`src/rtl/mem_arbiter.sv`:
```
// Two-requester round-robin arbiter and burst sequencer in front of a single-port word memory.
// Issues one access per cycle for the granted burst; read data returns one cycle after each beat.
module mem_arbiter #(
  parameter int unsigned AW = 16,
  parameter int unsigned DW = 32,
  parameter int unsigned LW = 8
) (
  input  logic          clk,
  input  logic          rst,
  input  logic          a_req,
  input  logic          a_we,
  input  logic [AW-1:0] a_addr,
  input  logic [LW-1:0] a_len,
  input  logic [DW-1:0] a_wdata,
  output logic          a_gnt,
  output logic          a_beat,
  output logic          a_rvalid,
  output logic [DW-1:0] a_rdata,
  output logic          a_done,
  input  logic          b_req,
  input  logic          b_we,
  input  logic [AW-1:0] b_addr,
  input  logic [LW-1:0] b_len,
  input  logic [DW-1:0] b_wdata,
  output logic          b_gnt,
  output logic          b_beat,
  output logic          b_rvalid,
  output logic [DW-1:0] b_rdata,
  output logic          b_done,
  output logic          m_ren,
  output logic [AW-1:0] m_raddr,
  output logic          m_wen,
  output logic [AW-1:0] m_waddr,
  output logic [DW-1:0] m_wdata,
  input  logic [DW-1:0] m_rdata
);

  typedef enum logic [1:0] {StIdle, StBurst, StDrain, StDone} state_e;

  state_e        state_q, state_d;
  logic          owner_q, owner_d;  // 0 = A, 1 = B
  logic          rr_q, rr_d;        // requester that wins the next tie
  logic          we_q, we_d;
  logic [AW-1:0] addr_q, addr_d;
  logic [LW-1:0] cnt_q, cnt_d;
  logic          rvalid_q, rvalid_d;

  logic [LW-1:0] req_len;

  always_comb begin
    state_d  = state_q;
    owner_d  = owner_q;
    rr_d     = rr_q;
    we_d     = we_q;
    addr_d   = addr_q;
    cnt_d    = cnt_q;
    rvalid_d = 1'b0;
    req_len  = '0;
    unique case (state_q)
      StIdle: begin
        if (a_req || b_req) begin
          owner_d = b_req && (!a_req || rr_q);
          rr_d    = ~owner_d;
          we_d    = owner_d ? b_we : a_we;
          addr_d  = owner_d ? b_addr : a_addr;
          req_len = owner_d ? b_len : a_len;
          cnt_d   = (req_len == '0) ? LW'(1) : req_len;
          state_d = StBurst;
        end
      end
      StBurst: begin
        addr_d   = addr_q + AW'(1);
        cnt_d    = cnt_q - LW'(1);
        rvalid_d = ~we_q;
        if (cnt_q == LW'(1)) begin
          state_d = we_q ? StDone : StDrain;
        end
      end
      StDrain: state_d = StDone;
      StDone:  state_d = StIdle;
      default: state_d = StIdle;
    endcase
  end

  always_ff @(posedge clk or posedge rst) begin
    if (rst) begin
      state_q  <= StIdle;
      owner_q  <= 1'b0;
      rr_q     <= 1'b0;
      we_q     <= 1'b0;
      addr_q   <= '0;
      cnt_q    <= '0;
      rvalid_q <= 1'b0;
    end else begin
      state_q  <= state_d;
      owner_q  <= owner_d;
      rr_q     <= rr_d;
      we_q     <= we_d;
      addr_q   <= addr_d;
      cnt_q    <= cnt_d;
      rvalid_q <= rvalid_d;
    end
  end

  logic busy, burst;
  assign busy  = (state_q != StIdle);
  assign burst = (state_q == StBurst);

  assign a_gnt  = busy & ~owner_q;
  assign b_gnt  = busy & owner_q;
  assign a_beat = burst & ~owner_q;
  assign b_beat = burst & owner_q;
  assign a_done = (state_q == StDone) & ~owner_q;
  assign b_done = (state_q == StDone) & owner_q;

  // Memory returns data the cycle after m_ren, which is exactly when rvalid_q is set.
  assign a_rvalid = rvalid_q & ~owner_q;
  assign b_rvalid = rvalid_q & owner_q;
  assign a_rdata  = a_rvalid ? m_rdata : '0;
  assign b_rdata  = b_rvalid ? m_rdata : '0;

  assign m_ren   = burst & ~we_q;
  assign m_wen   = burst & we_q;
  assign m_raddr = burst ? addr_q : '0;
  assign m_waddr = burst ? addr_q : '0;
  assign m_wdata = m_wen ? (owner_q ? b_wdata : a_wdata) : '0;

endmodule

```
`config.mk`:
```
export PLATFORM = sky130hd
export DESIGN_NAME = mem_arbiter
export DESIGN_NICKNAME = d
export VERILOG_FILES = /design/src/rtl/mem_arbiter.sv
export SDC_FILE = /design/constraint.sdc
export NUM_CORES = 1
export LEC_CHECK = 0
export BUFFER_PORTS_ARGS = -buffer_cell sky130_fd_sc_hd__buf_2
export CORE_AREA = 2 2 113 115
export DETAILED_ROUTE_END_ITERATION = 10
export DIE_AREA = 0 0 115 117
export PLACE_DENSITY = 0.59
export SLEW_MARGIN = 20
export SYNTH_ARGS = -nofsm -noshare
export SYNTH_HDL_FRONTEND = slang
export SYNTH_SLANG_ARGS = --single-unit
```
`constraint.sdc`:
```
create_clock -name clk -period 2 [get_ports clk]
set_clock_uncertainty 0.1 [all_clocks]
set_input_delay 0.1 -clock clk [delete_from_list [all_inputs] [get_ports clk]]
set_output_delay 0.1 -clock clk [all_outputs]
set_load 0.05 [all_outputs]
```
==> flow_summary.yaml <==
logic_synthesis:
  synthesis.nets: 584
  post_synth_num_cell_types: 49
  avgSynthCellArea_um2: 7.688
  async_reset_ff_share_pct: 100.0
  synth-seq-cells: 30
  synth_ff_type: "dfrtp_1"
  netlist_area_mm2: 0.003291
  yosysWarnings: 0
  yosysSeqAreaShare_pct: 22.81
  synth_edf_count: 0
  synthCells: 428
power:
  finalPower_mw: 9.404
  cellPowerDensity_mw_per_mm2: 1798
  irDropWorstVdd_uv: 1284
  leakagePower_nw: 2.969
placement:
  dp_slack_ns: -0.002026
  dpl-instance-area_mm2: 0.004907
  placed_cells: 842
  place_hpwl_um: 11150
  portBuffers: 287
  gp_congestion: 0.8791
timing:
  hold_viol_final: 0
  min_period_ns: 1.972
  rsz0062_at_grt: "yes"
  max_clock_freq_mhz: 507.1
  drv_slew: 0
  whs_ns: 0.02211
  tightest_slew_ns: 0.5834
  slew_headroom_pct: 61.07
  finalSetupViolCount: 0
  timing.final.ws_setup_ns: 0.02802
  fin_crit_sh_pct: 98.60
cts:
  cts_buffers: 5
  clk_pin_slew_ns: 0.05
  cts_tree: "built"
  clock_tree.root_cell: "clkbuf_16"
  insertion_delay_ns: 0.28
  clk_path_buf_depth: 2
  cts_sinks: 30
  h-tree-depth: 2
critical_path:
  reg2reg_from: "state_q[1]"
  worstPathArrival_ns: 2.09
  r2r_cells: 7
  worstPathRequired_ns: 2.12
  worstPathMaxFanout: 10
  crit_type: "flip-flop to flip-flop"
  reg2reg_to: "addr_q[13]"
  r2r_setup_slack_ns: 0.03
  crit_path_end_kind: "flip-flop"
  start_kind: "flip-flop"
job:
  drv_cap: 0
floorplanning:
  dieArea_mm2: 0.01346
  die_y_um: 117
  core_region_area_mm2: 0.01231
  fp.dieW_um: 115
  io-pin-count: 288
  row_count: 41
  initial_core_util_pct: 26.73
detailed_routing:
  drtIter0Drc: 216
  num_vias: 4144
  drt-pass1-iter-count: 4
  final_antenna_net_count: 0
  wl_per_cell_um: 15.97
  drt_wl_total_um: 13620
  route.detailed.drc: 0
  vias_per_cell: 4.858
global_routing:
  grt-ovfl-total: 0
  antenna_found_initial: 3
  grt_pass1_vias: 3588
  grt_pass1_wl_um: 19080
  grt_use_total_pct: 18.26
  grt_max_degree: 35
cells_and_area:
  drive_above_1_share_pct: 52.07
  final_cells: 853
  area_delta_synth_final_pct: 58.90
  fin_nets: 857
  n_fill_cell: 1247
  finalInstanceArea_mm2: 0.005229
worst_hold_path:
  hp-start: "b_req"
  whs_path_depth: 2
  hold_end: "rr_q"
  hp-class: "input pin to flip-flop"
outcome:
  status: "complete, no violations"
## area by class of cell
class	count	area (µm²)	share of cell area (%)
diodes	2	5.005	0.09572
clock buffers	7	132.6	2.536
multi-input cells	337	2261	43.24
inverters	11	41.29	0.7897
repair buffers	316	1847	35.32
flip-flops and latches	30	754.5	14.43
well taps	150	187.7	3.589
## critical path, cell delays in order (launching register included)
cell and delay [ns]:
dfrtp_1 0.39, inv_2 0.09, ha_2 0.18, buf_4 0.18
o21ai_4 0.10, or4b_4 0.52, a22oi_2 0.19, o41a_2 0.15
## worst max path at each step
| stage | slack (ns) | to | startpoint |
|---|---|---|---|
| final | 0.03 | addr_q[13] | state_q[1] |
| after global routing | -0.07 | addr_q[13] | state_q[1] |
| after CTS | -0.03 | m_raddr[15] | state_q[0] |
| after detailed placement | -0.002 | addr_q[13] | state_q[1] |
| after global placement | 0.08 | addr_q[13] | state_q[1] |
| after floorplan | -0.08 | m_wdata[10] | state_q[1] |
## sequential cells by signal, indices dropped and copies added (netlist names)
signal	cells
addr_q	16
cnt_q	8
state_q	2
owner_q	1
rr_q	1
rvalid_q	1
we_q	1
## cell families (layout without fill, tap and decap cells)
kind of cell	Yosys count	after routing	synth area share, %
AO/OA/AOI/OAI	82	82	15.59
adder cells (fa/ha/maj)	6	6	2.281
buffers and inverters	61	334	10.19
flip-flops	30	30	22.81
multiplexers	55	55	17.34
other	0	2	0
AND/OR/NAND/NOR	194	194	31.79
## power breakdown
group / leakage (nW) / switching (mW) / internal [mW]
Combinational: 2.56 / 4.91 / 2.48
Clock: 0.0640 / 0.257 / 0.454
Sequential: 0.346 / 0.359 / 0.939
Total: 2.97 / 5.53 / 3.87
## cell usage after synthesis, types with 2 or more instances
master	n	area (µm²)
and2_1	49	306.5
nor2_1	43	161.4
mux2i_1	39	390.4
and3_1	35	219.0
dfrtp_1	30	750.7
a21oi_1	27	135.1
nand2_1	26	97.59
clkbuf_1	23	86.33
o21ai_0	18	90.09
buf_4	16	120.1
mux2_2	16	180.2
inv_1	11	41.29
nand3_1	10	50.05
o22ai_1	10	62.56
nor3_1	8	40.04
ha_1	6	75.07
nor2b_1	6	37.54
a22o_1	4	35.03
nand2b_1	4	25.02
a2bb2oi_1	3	26.28
a31oi_1	3	18.77
buf_1	3	11.26
buf_6	3	33.78
a22oi_1	2	15.01
and2_2	2	15.01
buf_2	2	10.01
clkbuf_8	2	27.53
nand4_1	2	12.51
nor4_1	2	12.51
o21a_1	2	15.01
o21ai_2	2	17.52
o31ai_1	2	15.01
## per-stage QoR
step           util, %   TNS [ns]
2_1_floorplan        -     -2.428
3_3_place_gp     39.86          0
3_5_place_dp     39.86  -0.002026
4_1_cts          41.83    -0.2185
5_1_grt          42.43    -0.1586
6_report         42.47          0
## layout by cell type, fill, tap and decap left out, types with 3 or more instances in the layout
master	n
nor2b_1	4
nor2_1	43
buf_4	43
buf_6	10
nand2_1	26
a21oi_1	27
clkbuf_16	5
ha_1	4
and2_2	12
mux2i_1	39
nand2b_1	4
inv_1	10
dfrtp_1	29
nor3_1	8
a2bb2oi_1	3
mux2_2	16
o21ai_0	18
nand3_1	10
o22ai_1	10
and3_1	35
a31oi_1	3
buf_12	5
buf_2	254
a22o_1	4
and2_1	37
## layer usage
metal | track usage [%] | vias to the layer above | part of all wire (%)
li1 | - | 2041 | -
met1 | 24.94 | 1904 | 45
met2 | 30.27 | 181 | 47
met3 | 3.141 | 16 | 6.6
met4 | 4.257 | 2 | 1.1
met5 | 0 | - | 0.14
## what timing repair did
action / in CTS / in global routing
endpoints found under the setup margin: 33 / 87
pin swaps: 1 / 1
gates resized for setup: 35 / 22
setup buffers: 1 / 0
endpoints found under the hold margin: 14 / 0
hold buffers: 1 / 0
No activity file was read; power rests on OpenSTA's default activity.
